<file path="src/rtl/input_conditioner.sv">
// Synchronises, debounces and edge-detects raw button/switch pins into clean levels,
// press/release pulses and sticky press flags. Optional LONG_PRESS_EN adds long-press pulses.
module input_conditioner #(
  parameter int              N_CH            = 5,
  parameter int              DEBOUNCE_CYCLES = 500000,
  parameter logic [N_CH-1:0] ACTIVE_LOW_MASK = N_CH'(1),
  parameter int              LONG_CYCLES     = 100000000
) (
  input  logic            clk,
  input  logic            reset,
  input  logic [N_CH-1:0] raw_in,
  input  logic [N_CH-1:0] sticky_clr,
  output logic [N_CH-1:0] level_out,
  output logic [N_CH-1:0] press_pulse,
  output logic [N_CH-1:0] release_pulse,
  output logic [N_CH-1:0] press_sticky,
  output logic [N_CH-1:0] long_pulse
);

  if (DEBOUNCE_CYCLES < 1) begin : g_bad_debounce
    $error("input_conditioner: DEBOUNCE_CYCLES must be >= 1");
  end
  if (LONG_CYCLES < 2) begin : g_bad_long
    $error("input_conditioner: LONG_CYCLES must be >= 2");
  end

  localparam int             CW       = $clog2(DEBOUNCE_CYCLES) + 1;
  localparam logic [CW-1:0]  CNT_LAST = CW'(DEBOUNCE_CYCLES - 1);

  logic [N_CH-1:0] sync1, sync2, norm;
  logic [N_CH-1:0] level_next, press_next, release_next;
  logic [CW-1:0]   cnt      [N_CH];
  logic [CW-1:0]   cnt_next [N_CH];

  // Synchronisers reset to the idle pin level so norm reads inactive during and after reset.
  assign norm = sync2 ^ ACTIVE_LOW_MASK;

  // NOTE: every always_comb output gets a default before any branch so no latch is inferred.
  always_comb begin
    level_next = level_out;
    for (int i = 0; i < N_CH; i++) begin
      cnt_next[i] = '0;
      if (norm[i] != level_out[i]) begin
        if (cnt[i] == CNT_LAST) level_next[i] = norm[i];
        else                    cnt_next[i]   = cnt[i] + 1'b1;
      end
    end
  end

  assign press_next   = level_next & ~level_out;
  assign release_next = ~level_next & level_out;

  always_ff @(posedge clk or negedge reset) begin
    if (!reset) begin
      sync1         <= ACTIVE_LOW_MASK;
      sync2         <= ACTIVE_LOW_MASK;
      level_out     <= '0;
      press_pulse   <= '0;
      release_pulse <= '0;
      press_sticky  <= '0;
      for (int i = 0; i < N_CH; i++) cnt[i] <= '0;
    end else begin
      sync1         <= raw_in;
      sync2         <= sync1;
      level_out     <= level_next;
      press_pulse   <= press_next;
      release_pulse <= release_next;
      // A clear landing on the press edge or while press_pulse is visible never wins.
      press_sticky  <= (press_sticky & ~sticky_clr) | press_next | press_pulse;
      for (int i = 0; i < N_CH; i++) cnt[i] <= cnt_next[i];
    end
  end

`ifdef LONG_PRESS_EN
  localparam int            HW        = $clog2(LONG_CYCLES) + 1;
  // hold_cnt is 0 on the press edge, so it reaches LONG_CYCLES-1 one edge after HOLD_LAST.
  localparam logic [HW-1:0] HOLD_LAST = HW'(LONG_CYCLES - 2);

  logic [HW-1:0]   hold_cnt [N_CH];
  logic [N_CH-1:0] long_done;

  always_ff @(posedge clk or negedge reset) begin
    if (!reset) begin
      long_pulse <= '0;
      long_done  <= '0;
      for (int i = 0; i < N_CH; i++) hold_cnt[i] <= '0;
    end else begin
      long_pulse <= '0;
      for (int i = 0; i < N_CH; i++) begin
        if (press_next[i] || !level_next[i]) begin
          hold_cnt[i]  <= '0;
          long_done[i] <= 1'b0;
        end else if (!long_done[i]) begin
          if (hold_cnt[i] == HOLD_LAST) begin
            long_pulse[i] <= 1'b1;
            long_done[i]  <= 1'b1;
          end else begin
            hold_cnt[i] <= hold_cnt[i] + 1'b1;
          end
        end
      end
    end
  end
`else
  assign long_pulse = '0;
`endif

endmodule
</file>
<file path="config.mk">
export PLATFORM = sky130hd
export DESIGN_NAME = input_conditioner
export DESIGN_NICKNAME = d
export VERILOG_FILES = /design/src/rtl/input_conditioner.sv
export SDC_FILE = /design/constraint.sdc
export NUM_CORES = 1
export LEC_CHECK = 0
export BUFFER_PORTS_ARGS = -buffer_cell sky130_fd_sc_hd__buf_4
export CAP_MARGIN = 20
export CORE_AREA = 4 4 100 126
export CTS_CLUSTER_DIAMETER = 80
export CTS_CLUSTER_SIZE = 24
export DETAILED_ROUTE_END_ITERATION = 8
export DIE_AREA = 0 0 104 130
export GPL_TIMING_DRIVEN = 0
export PLACE_DENSITY = 0.72
export SLEW_MARGIN = 20
export SYNTH_ARGS = -nofsm -noshare
export SYNTH_HDL_FRONTEND = slang
export SYNTH_SLANG_ARGS = --single-unit
export TNS_END_PERCENT = 1
</file>
<file path="constraint.sdc">
create_clock -name clk -period 2.55 [get_ports clk]
set_clock_uncertainty 0.05 [all_clocks]
set_input_delay 0.255 -clock clk [delete_from_list [all_inputs] [get_ports clk]]
set_output_delay 0.255 -clock clk [all_outputs]
set_load 0.02 [all_outputs]
</file>
After elaboration in Yosys (flattened, before gate mapping)
Index checks and enable logic that the tools add are counted.
- add/sub/neg operators: 5
- bitwise gates (word level): 9
- eq/ne operators: 10
- mux-type cells: 20
- operator list (operator ; number):
    two-way mux 20 bit ; 10
    adder 20 x 1 -> 20 bit (second input constant) ; 5
    == test 20 x 19 -> 1 bit (second input constant) ; 5
    AND 5 bit ; 3
    inverter 5 bit ; 3
    two-way mux 1 bit ; 10
    OR 5 bit ; 2
    != test 1 bit ; 5
    inverter 1 bit ; 1
- input bits: 12
- register bits after elaboration: 130
- logic and storage cells: 55
- output and inout bits: 25

Logic depth before layout (Yosys ltp)
- depth after elaboration: 6
- depth in mapped cells: 7
- depth with buffers taken out: 5

Worst setup path after synthesis
Ideal clock, no wire load.
- path type: register -> register
- start point: register cnt[40] (netlist bit)
- end point: register cnt[58] (netlist bit)
- buffers on the path: 0
- setup slack: 0.491 ns
- cell stages (with the launch flop): 6
- period minus slack after synthesis: 2.059 ns
- library setup time: 0.078 ns
- required time: 2.422 ns
- data arrival time: 1.932 ns
- cells stage by stage: dfrtp_1 -> ha_1 -> nand4_4 -> or4_4 -> or4_1 -> a21oi_1
- RTL lines (element ; RTL line ; source):
    start: declaration ; 32 ; logic [CW-1:0] cnt [N_CH];

==> impl_results.md <==
- Nets: 684
- Pwr dens: 680.0 mW/mm2
- Delay-heaviest family, CP: simple AND/OR/NAND/NOR gates
- DR vias/cell: 5.759
- Status: complete, no violations
- Async SR Flop Fraction: 1.000
- Sequential-to-total area share from yosys stat: 0.5267
- Slew Viols, Final: 0
- Via count: 4711
- Mapped Cells: 606
- CP peak stage delay: 0.68 ns
- Setup crit start kind: register
- DRT Pass-1 Iters: 5
- Leak pwr: 0.003075 uW
- CP dominant cell by count: or4_1
- Syn_area_per_cell: 10.20 um2
- Total grt overflow: 0
- Yosys top cell by area: dfrtp_1
- Setup Viol. Count Final: 0
- Worst relative slew slack: 0.4284
- Met3 routed WL: 556 um
- Routed WL: 12.58 mm
- Ant. Diodes: 0
- EDFF count, synth: 0
- Placed Area: 0.006633 mm2
- Main flop type after synthesis: dfrtp_1
- Total clock buffers created by CTS: 17
- Max_cap viols: 0
- CTS root buf: clkbuf_16
- WP data arrival: 2.63 ns
- Final Cycle Share: 0.9193
- Post-synthesis cell area: 0.006181 mm2
- RD Place Congestion: 0.8663
- CTS tree: built
- Final Hold Viols: 0
- Crit path buffers/inverters: 0
- DR iter-0 viols: 265
- HPWL after detailed placement: 8.215 mm
- Post-DR wirelength/cell: 15.38 um
- Cells taking the most area after synthesis: dfrtp_1, xnor2_1, nor2_1, xor2_1, nand4_1
- Htree depth: 4
- Initial antenna violation count: 0
- Clk slew on worst S/H paths: 0.06 ns
- Final Cell Area: 0.007370 mm2
- Vias in the first global route: 4784
- Clock sinks: 130
- Clk_lat worst skew: 0.41 ns
- DRC: 0
- Hold Slack: 0.08502 ns
- Synth-to-Final Area Change: 19.23%
- Worst setup EP type: register
- Peak supply drop: 0.5052 mV
- M1 WL: 5.336 mm
- Proportion of layout cells with a drive suffix above 1: 0.1471
- Die height: 130 um
- Die ar.: 0.01352 mm2
- Die X-Extent: 104 um
- All-Layer GR Usage: 0.1989
- CP max FO: 6
- Detail Route Antenna Nets: 0
- Postcts setup bufs: 0
- Top Layer Used: met4
- Top-Level Pins: 37
- Slowest-stage cell, CP: or4_1
- Core area: 0.01145 mm2
- Row count: 44
- FMAX: 426.6 MHz
- Synth Register Bits: 130
- TNS Setup: 0 ns
- Tmin final: 2.344 ns
- Top-area cell type share of the netlist area: 0.5182
- Synthesis Warnings: 0
- I/O Buffers: 31
- Worst-Margin Slew: 0.8495 ns
- RSZ-0062 raised after global routing: no
- Initial core utilization: 0.5398
- Min-Delay Path Class: in -> reg
- Required @ worst endpoint: 2.83 ns
- CP Cell Sequence: ha_1, nand4_1, or4_1, or4_1, a21oi_1
- DR WL met2: 6.462 mm
- Largest net degree at the start of global routing: 73
- WS Path Type: reg -> reg
- First-pass GRT wire length: 22.03 mm
- Yosys cell types: 47
- Clk buf depth: 2
- Fillers: 892
[final cells by class]
type | instances | area [um2] | area share
flip-flops and latches | 130 | 3256 | 0.4418
multi-input cells | 443 | 2774 | 0.3764
clock buffers | 19 | 432.9 | 0.05874
repair buffers | 38 | 324.1 | 0.04397
clock inverters | 13 | 232.7 | 0.03158
well taps | 138 | 172.7 | 0.02343
plain buffers | 18 | 106.4 | 0.01443
inverters | 19 | 71.32 | 0.009677
[worst reg2reg max path, stage by stage (launching register included)]
cell,delay (ns)
dfrtp_1,0.42
ha_1,0.26
nand4_1,0.26
or4_1,0.69
or4_1,0.44
a21oi_1,0.16
[Yosys cell counts, drive strengths merged (2+ instances only)]
cell,n
o41ai,3
nor3,20
or2,6
and3,6
inv,19
mux2i,2
o31ai,10
dfstp,2
ha,5
nand3,34
or4b,6
xnor2,46
nand4,32
nor3b,3
clkbuf,7
a21oi,27
mux2,4
or3,18
and4,4
xor2,25
nand2,34
nand2b,4
and2,2
nor2,90
o21ai,15
buf,11
nor4,16
or4,18
dfrtp,128
nor4b,3
[report_power, final]
| part | switching (uW) | internal [uW] |
|---|---|---|
| clock | 896 | 1830 |
| sequential | 27.9 | 2090 |
| combinational | 99.9 | 60.4 |
[metal layers]
metal,track usage,vias to the layer above
met5,0,-
met4,0.08138,0
met3,0.05146,24
met2,0.3498,122
met1,0.2347,2298
li1,-,2267
[stage by stage]
step,utilization,setup slack [ns],cells,total power (uW)
after global routing,0.6436,0.03930,818,5177
after detailed placement,0.5792,0.1777,780,2309
final,0.6436,0.2058,818,5011
after CTS,0.6426,0.1236,818,5056
after floorplan,-,0.4909,610,2227
after global placement,0.5765,0.2422,779,2299
[flip-flops by register name, summed over array words and instances (netlist names)]
register,count
sync1,5
release_pulse,5
sync2,5
cnt,100
level_out,5
press_pulse,5
press_sticky,5
[path summary, 6_finish.rpt]
| path | to | start | depth (start not counted) | slack, ns |
|---|---|---|---|---|
| min in group asynchronous | cnt[34] | reset | 2 | 0.32 |
| worst min-delay path | press_sticky[1] | sticky_clr[1] | 3 | 0.09 |
| max in group asynchronous | cnt[66] | reset | 3 | 1.41 |
| worst max-delay path | cnt[78] | cnt[60] | 5 | 0.21 |
| worst min register to register | sync2[1] | sync1[1] | 0 | 0.30 |
| worst max register to register | cnt[78] | cnt[60] | 5 | 0.21 |
[kinds of logic (layout without fill, tap and decap cells)]
logic type,count (synthesis),after routing,synth area share
other,1,5,0.0006067
AO/OA/AOI/OAI,59,59,0.06417
AND/OR/NAND/NOR,297,297,0.2585
XOR/XNOR,71,71,0.1006
adder cells (fa/ha/maj),5,5,0.01012
flip-flops,130,130,0.5267
buffers and inverters,37,107,0.02874
multiplexers,6,6,0.01053
[cell usage in the layout, fill, tap and decap left out, drive strengths merged, types with 15 or more instances in the layout]
cell / count
xor2: 25
or3: 18
dfrtp: 128
nor2: 90
nand3: 34
nor4: 16
nor3: 20
clkbuf: 26
inv: 20
nand2: 34
o21ai: 15
or4: 18
buf: 43
xnor2: 46
a21oi: 27
nand4: 32
[timing repair]
action / CTS / global route
endpoints found under the hold margin: 61 / 0
setup endpoints to repair: 0 / 10
gates resized for setup: 0 / 1
hold buffers: 6 / 0
(Power assumes the default switching activity.)
